**config.mk**
```make
export PLATFORM = sky130hd
export DESIGN_NAME = router_fifo_flat
export DESIGN_NICKNAME = d
export VERILOG_FILES = /design/src/rtl/router_pkg.sv /design/src/rtl/router_fifo_if.sv /design/src/rtl/router_fifo.sv /design/src/flat_wrapper.sv
export SDC_FILE = /design/constraint.sdc
export NUM_CORES = 1
export LEC_CHECK = 0
export ABC_CLOCK_PERIOD_IN_PS = 2330
export BUFFER_PORTS_ARGS = -buffer_cell sky130_fd_sc_hd__buf_2
export CORE_ASPECT_RATIO = 0.8
export CORE_MARGIN = 2
export CORE_UTILIZATION = 58
export CTS_BUF_LIST = sky130_fd_sc_hd__clkbuf_4
export CTS_CLUSTER_SIZE = 30
export DETAILED_ROUTE_END_ITERATION = 10
export PLACE_DENSITY = 0.84
export SKIP_CTS_REPAIR_TIMING = 1
export SLEW_MARGIN = 20
export SYNTH_ARGS = -nofsm -noshare
export SYNTH_HDL_FRONTEND = slang
export SYNTH_SLANG_ARGS = --single-unit
```
**constraint.sdc**
```tcl
create_clock -name clk -period 2.33 [get_ports clk]
set_input_delay 0.699 -clock clk [delete_from_list [all_inputs] [get_ports clk]]
set_output_delay 0.699 -clock clk [all_outputs]
set_load 0.1 [all_outputs]
```
**src/rtl/router_pkg.sv**
```systemverilog
// Shared constants for the router datapath: byte width, per-channel buffer depth
// and the layout of the header byte.
package router_pkg;

    localparam int DATA_W      = 8;
    localparam int FIFO_DEPTH  = 16;
    localparam int HDR_LEN_MSB = 7;
    localparam int HDR_LEN_LSB = 2;
    localparam int TAG_BIT     = DATA_W;
    localparam int PKT_CNT_W   = HDR_LEN_MSB - HDR_LEN_LSB + 1;

    typedef logic [PKT_CNT_W-1:0] pkt_cnt_t;

endpackage

```
**src/rtl/router_fifo_if.sv**
```systemverilog
// Write/read handshake between the synchronizer, the egress consumer and one
// per-channel packet buffer.
interface router_fifo_if
    import router_pkg::*;
#(
    parameter int WIDTH = DATA_W
);

    logic             soft_reset;
    logic             write_enb;
    logic             read_enb;
    logic             lfd_state;
    logic [WIDTH-1:0] data_in;
    logic [WIDTH-1:0] data_out;
    logic             full;
    logic             empty;

    modport master (
        output soft_reset, write_enb, read_enb, lfd_state, data_in,
        input  data_out, full, empty
    );

    modport slave (
        input  soft_reset, write_enb, read_enb, lfd_state, data_in,
        output data_out, full, empty
    );

endinterface

```
**src/rtl/router_fifo.sv**
```systemverilog
// Per-destination packet buffer: tags header bytes on write and tracks the
// remaining packet length on read so data_out idles at zero between packets.
module router_fifo
    import router_pkg::*;
#(
    parameter int DEPTH = FIFO_DEPTH,
    parameter int WIDTH = DATA_W,
    parameter int AW    = $clog2(DEPTH)
) (
    input  logic         clk,
    input  logic         resetn,
    router_fifo_if.slave fifo
);

    logic [WIDTH:0]   r_mem [DEPTH];
    logic [AW:0]      r_wr_ptr;
    logic [AW:0]      r_rd_ptr;
    logic [WIDTH-1:0] r_data_out;
    pkt_cnt_t         r_pkt_cnt;

    logic             w_full;
    logic             w_empty;
    logic             w_wr_ok;
    logic             w_rd_ok;
    logic [WIDTH:0]   w_rd_entry;

    assign w_empty    = (r_wr_ptr == r_rd_ptr);
    assign w_full     = (r_wr_ptr[AW] != r_rd_ptr[AW]) &&
                        (r_wr_ptr[AW-1:0] == r_rd_ptr[AW-1:0]);
    assign w_wr_ok    = fifo.write_enb && !w_full;
    assign w_rd_ok    = fifo.read_enb && !w_empty;
    assign w_rd_entry = r_mem[r_rd_ptr[AW-1:0]];

    // Storage is never cleared; only the pointers decide what is valid.
    always_ff @(posedge clk) begin
        if (resetn && !fifo.soft_reset && w_wr_ok) begin
            r_mem[r_wr_ptr[AW-1:0]] <= {fifo.lfd_state, fifo.data_in};
        end
    end

    always_ff @(posedge clk) begin
        if (!resetn || fifo.soft_reset) begin
            r_wr_ptr   <= '0;
            r_rd_ptr   <= '0;
            r_pkt_cnt  <= '0;
            r_data_out <= '0;
        end else begin
            if (w_wr_ok) begin
                r_wr_ptr <= r_wr_ptr + 1'b1;
            end
            if (w_rd_ok) begin
                r_rd_ptr   <= r_rd_ptr + 1'b1;
                r_data_out <= w_rd_entry[WIDTH-1:0];
                // Header reload counts the payload plus the trailing parity byte.
                if (w_rd_entry[TAG_BIT]) begin
                    r_pkt_cnt <= w_rd_entry[HDR_LEN_MSB:HDR_LEN_LSB] + PKT_CNT_W'(1);
                end else if (r_pkt_cnt != '0) begin
                    r_pkt_cnt <= r_pkt_cnt - PKT_CNT_W'(1);
                end
            end else if (r_pkt_cnt == '0) begin
                r_data_out <= '0;
            end
        end
    end

    assign fifo.data_out = r_data_out;
    assign fifo.full     = w_full;
    assign fifo.empty    = w_empty;

endmodule

```
**src/flat_wrapper.sv**
```systemverilog
// flat-port wrapper written by rule: the top's interface ports become plain ports
module router_fifo_flat import router_pkg::*;
#(
    parameter int DEPTH = FIFO_DEPTH,
    parameter int WIDTH = DATA_W,
    parameter int AW    = $clog2(DEPTH)
)
  (clk, resetn, fifo_soft_reset, fifo_write_enb, fifo_read_enb, fifo_lfd_state, fifo_data_in, fifo_data_out, fifo_full, fifo_empty);
  router_fifo_if #(.WIDTH(WIDTH)) fifo_i ();
  input  logic clk;
  input  logic resetn;
  input wire logic [$bits(fifo_i.soft_reset)-1:0] fifo_soft_reset;
  input wire logic [$bits(fifo_i.write_enb)-1:0] fifo_write_enb;
  input wire logic [$bits(fifo_i.read_enb)-1:0] fifo_read_enb;
  input wire logic [$bits(fifo_i.lfd_state)-1:0] fifo_lfd_state;
  input wire logic [$bits(fifo_i.data_in)-1:0] fifo_data_in;
  output wire logic [$bits(fifo_i.data_out)-1:0] fifo_data_out;
  output wire logic [$bits(fifo_i.full)-1:0] fifo_full;
  output wire logic [$bits(fifo_i.empty)-1:0] fifo_empty;
  assign fifo_i.soft_reset = fifo_soft_reset;
  assign fifo_i.write_enb = fifo_write_enb;
  assign fifo_i.read_enb = fifo_read_enb;
  assign fifo_i.lfd_state = fifo_lfd_state;
  assign fifo_i.data_in = fifo_data_in;
  assign fifo_data_out = fifo_i.data_out;
  assign fifo_full = fifo_i.full;
  assign fifo_empty = fifo_i.empty;
  router_fifo #(.DEPTH(DEPTH), .WIDTH(WIDTH), .AW(AW)) u_core (.clk(clk), .resetn(resetn), .fifo(fifo_i));
endmodule
```
==> results.ini <==
[yosys]
synth.top_cells.by_area=edfxtp_1, mux4_2, dfxtp_1
synth_area_leader_cell=edfxtp_1
synth_top_area_share_pct=61.2
synthArstFlopShare_pct=0
synthCells=431
syn-mean-instance-area_um2=16.4
synth_flop_cell=edfxtp_1
ys_warn_count=0
synth_most_common_cell=edfxtp_1
ys_seq_elements=172
synth_nets=453
synth_area_mm2=0.00706
yosysUniqueCellTypes=48
synth-edff-count=144
yosysSeqAreaShare_pct=69.2
synth_common_cells=edfxtp_1, mux4_2, nor2_1, dfxtp_1, nand2_1

[sta]
rsz0062_at_grt=true
fin_tns_setup_ns=-0.263
finalCritPeriodShare_pct=105
hold_violations=0
fin_worst_skew_ns=0.0163
max_clock_freq_mhz=408
hold-worst-slack_ns=0.477
fin_crit_ns=2.45
worst_pin_slew_ns=0.597
setup_viol_count_final=3
worst_slack_ns=-0.122
relSlewSlack_pct=60.2
slew_viol_final=0

[die]
die_w_um=127
pin_count=24
die_height_um=103
design.die.area_mm2=0.0131
num_rows=36
start_util_pct=58.7
coreArea_mm2=0.0120

[cts]
numCtsBuffers=17
root_buffer=clkbuf_4
cts.sinks=172
clock_latency_ns=0.57
clock_path_buffers=2
cts_tree=built
clk_pin_slew_ns=0.14
h-tree-depth=4

[critical_path]
endpoint_kind=primary output
cp_num_buf_inv=1
path_delay_family=simple AND/OR/NAND/NOR gates
crit_fanout=4
cp_slowest_stage_delay_ns=0.39
crit_chain=xnor2_2 -> nand4_1 -> nor2_2 -> buf_12
cp-start-kind=flip-flop
cpMaxStageDelayCell=dfxtp_4
worstSetupPathType=reg2out
critPathArrivalTime_ns=1.75
required_ns=1.63

[layout]
final_nets=520
diodes=0
area_delta_synth_final_pct=14.7
drive_gt1_share_pct=34.1
nFillCells=762

[route]
first_pass_iters=5
drc=0
via_per_inst=6.23
drt-wirelength-per-cell_um=23.0
routed_wl_um=15200
num_vias=4130
drt.antenna.violating_nets=0
drtIter0Drc=401

[power_and_ir_drop]
power.leakage_nw=2.64
ir_drop_mv=0.525
powerDensity_mw_per_mm2=656

[global_route]
grt_pass1_vias=4001
grt_pass1_wl_um=22500
antenna_found_initial=0
track_usage_pct=24.1
grt_max_degree=25
overflow=0

[placement]
dp_hpwl_um=9610
io_buffer_count=23
gp_routability_congestion=0.849
dp_slack_ns=-0.000984

[job]
drv_cap=0

[outcome]
outcome=finished with violations
violations=negative setup slack

[hold_path]
hold_class=reg2reg

cells by family after synthesis:
kind of cell / after synthesis / synth area share, %
compound gates: 56 / 5.53
xor+xnor: 16 / 1.98
fa+ha+maj: 8 / 1.42
buf+inv: 29 / 2.27
flops: 172 / 69.2
mux: 49 / 12.9
simple gates: 101 / 6.78
power breakdown:
part,total (mW),internal (mW),switching [mW]
logic,0.239,0.0870,0.152
clock network,1.74,0.673,1.06
registers,3.34,3.33,0.00770
total,5.32,4.09,1.22
metal layers:
layer	vias to the layer above	global-route usage [%]	wire length [um]
li1	1828	-	-
met1	2082	32.6	6380
met2	183	38.7	7460
met3	37	5.76	1090
met4	0	9.81	321
met5	-	0	0
final cells by class:
class                           count  area, um^2  area share [%]
Timing Repair Buffer               71         542            6.69
Inverter                            6        22.5           0.278
Sequential cell                   172        4900            60.5
Tap cell                          152         190            2.35
Clock inverter                     14         161            1.99
Multi-Input combinational cell    230        2150            26.5
Clock buffer                       18         135            1.67
sequential cells by signal (all words and copies together) (netlist names), named ones only:
signal,count
u_core.r_pkt_cnt,6
u_core.r_mem,144
u_core.fifo.data_out,8
u_core.r_rd_ptr,5
u_core.r_wr_ptr,5
worst min-delay path: cells and delay by family (launching register included):
family,cells,cell delay (ns)
and+or+nand+nor,1,0.06
DFF,1,0.33
AOI/OAI and AO/OA,1,0.06
stage by stage:
step / utilization, % / instance area (um^2) / power (mW) / std cells
after global placement: 63.2 / 7600 / 3.62 / 624
after detailed placement: 63.2 / 7600 / 3.63 / 624
after floorplan: - / 7070 / 3.54 / 431
final: 67.4 / 8100 / 5.32 / 663
after global routing: 67.4 / 8100 / 5.48 / 663
after CTS: 65.7 / 7900 / 5.32 / 656
placed cells by master (no fill, tap or decap), drive strengths merged, types with 5 or more instances in the layout:
| cell | count |
|---|---|
| nand2b | 7 |
| nor3 | 8 |
| nand2 | 20 |
| nand4 | 5 |
| nand3 | 18 |
| xnor2 | 8 |
| clkbuf | 18 |
| a21oi | 13 |
| edfxtp | 144 |
| inv | 10 |
| xor2 | 8 |
| nor2 | 30 |
| dfxtp | 28 |
| clkinv | 6 |
| o21ai | 12 |
| mux4 | 33 |
| buf | 71 |
| a22oi | 5 |
| mux2i | 12 |
| ha | 8 |
| nor2b | 5 |
final timing paths:
kind / from / end / slack [ns] / cells past startpoint
setup reg to reg: flip-flop / u_core.r_pkt_cnt[2]$_SDFFE_PP0P_ / -0.02 / 8
setup / recovery: u_core.r_wr_ptr[0]$_SDFFE_PP0P_ / fifo_empty / -0.12 / 4
hold / removal: u_core.fifo.data_out[3]$_SDFFE_PP0P_ / u_core.fifo.data_out[3]$_SDFFE_PP0P_ / 0.48 / 2
hold reg to reg: u_core.fifo.data_out[3]$_SDFFE_PP0P_ / u_core.fifo.data_out[3]$_SDFFE_PP0P_ / 0.48 / 2
Note: power is estimated with default switching activity, not from simulation.
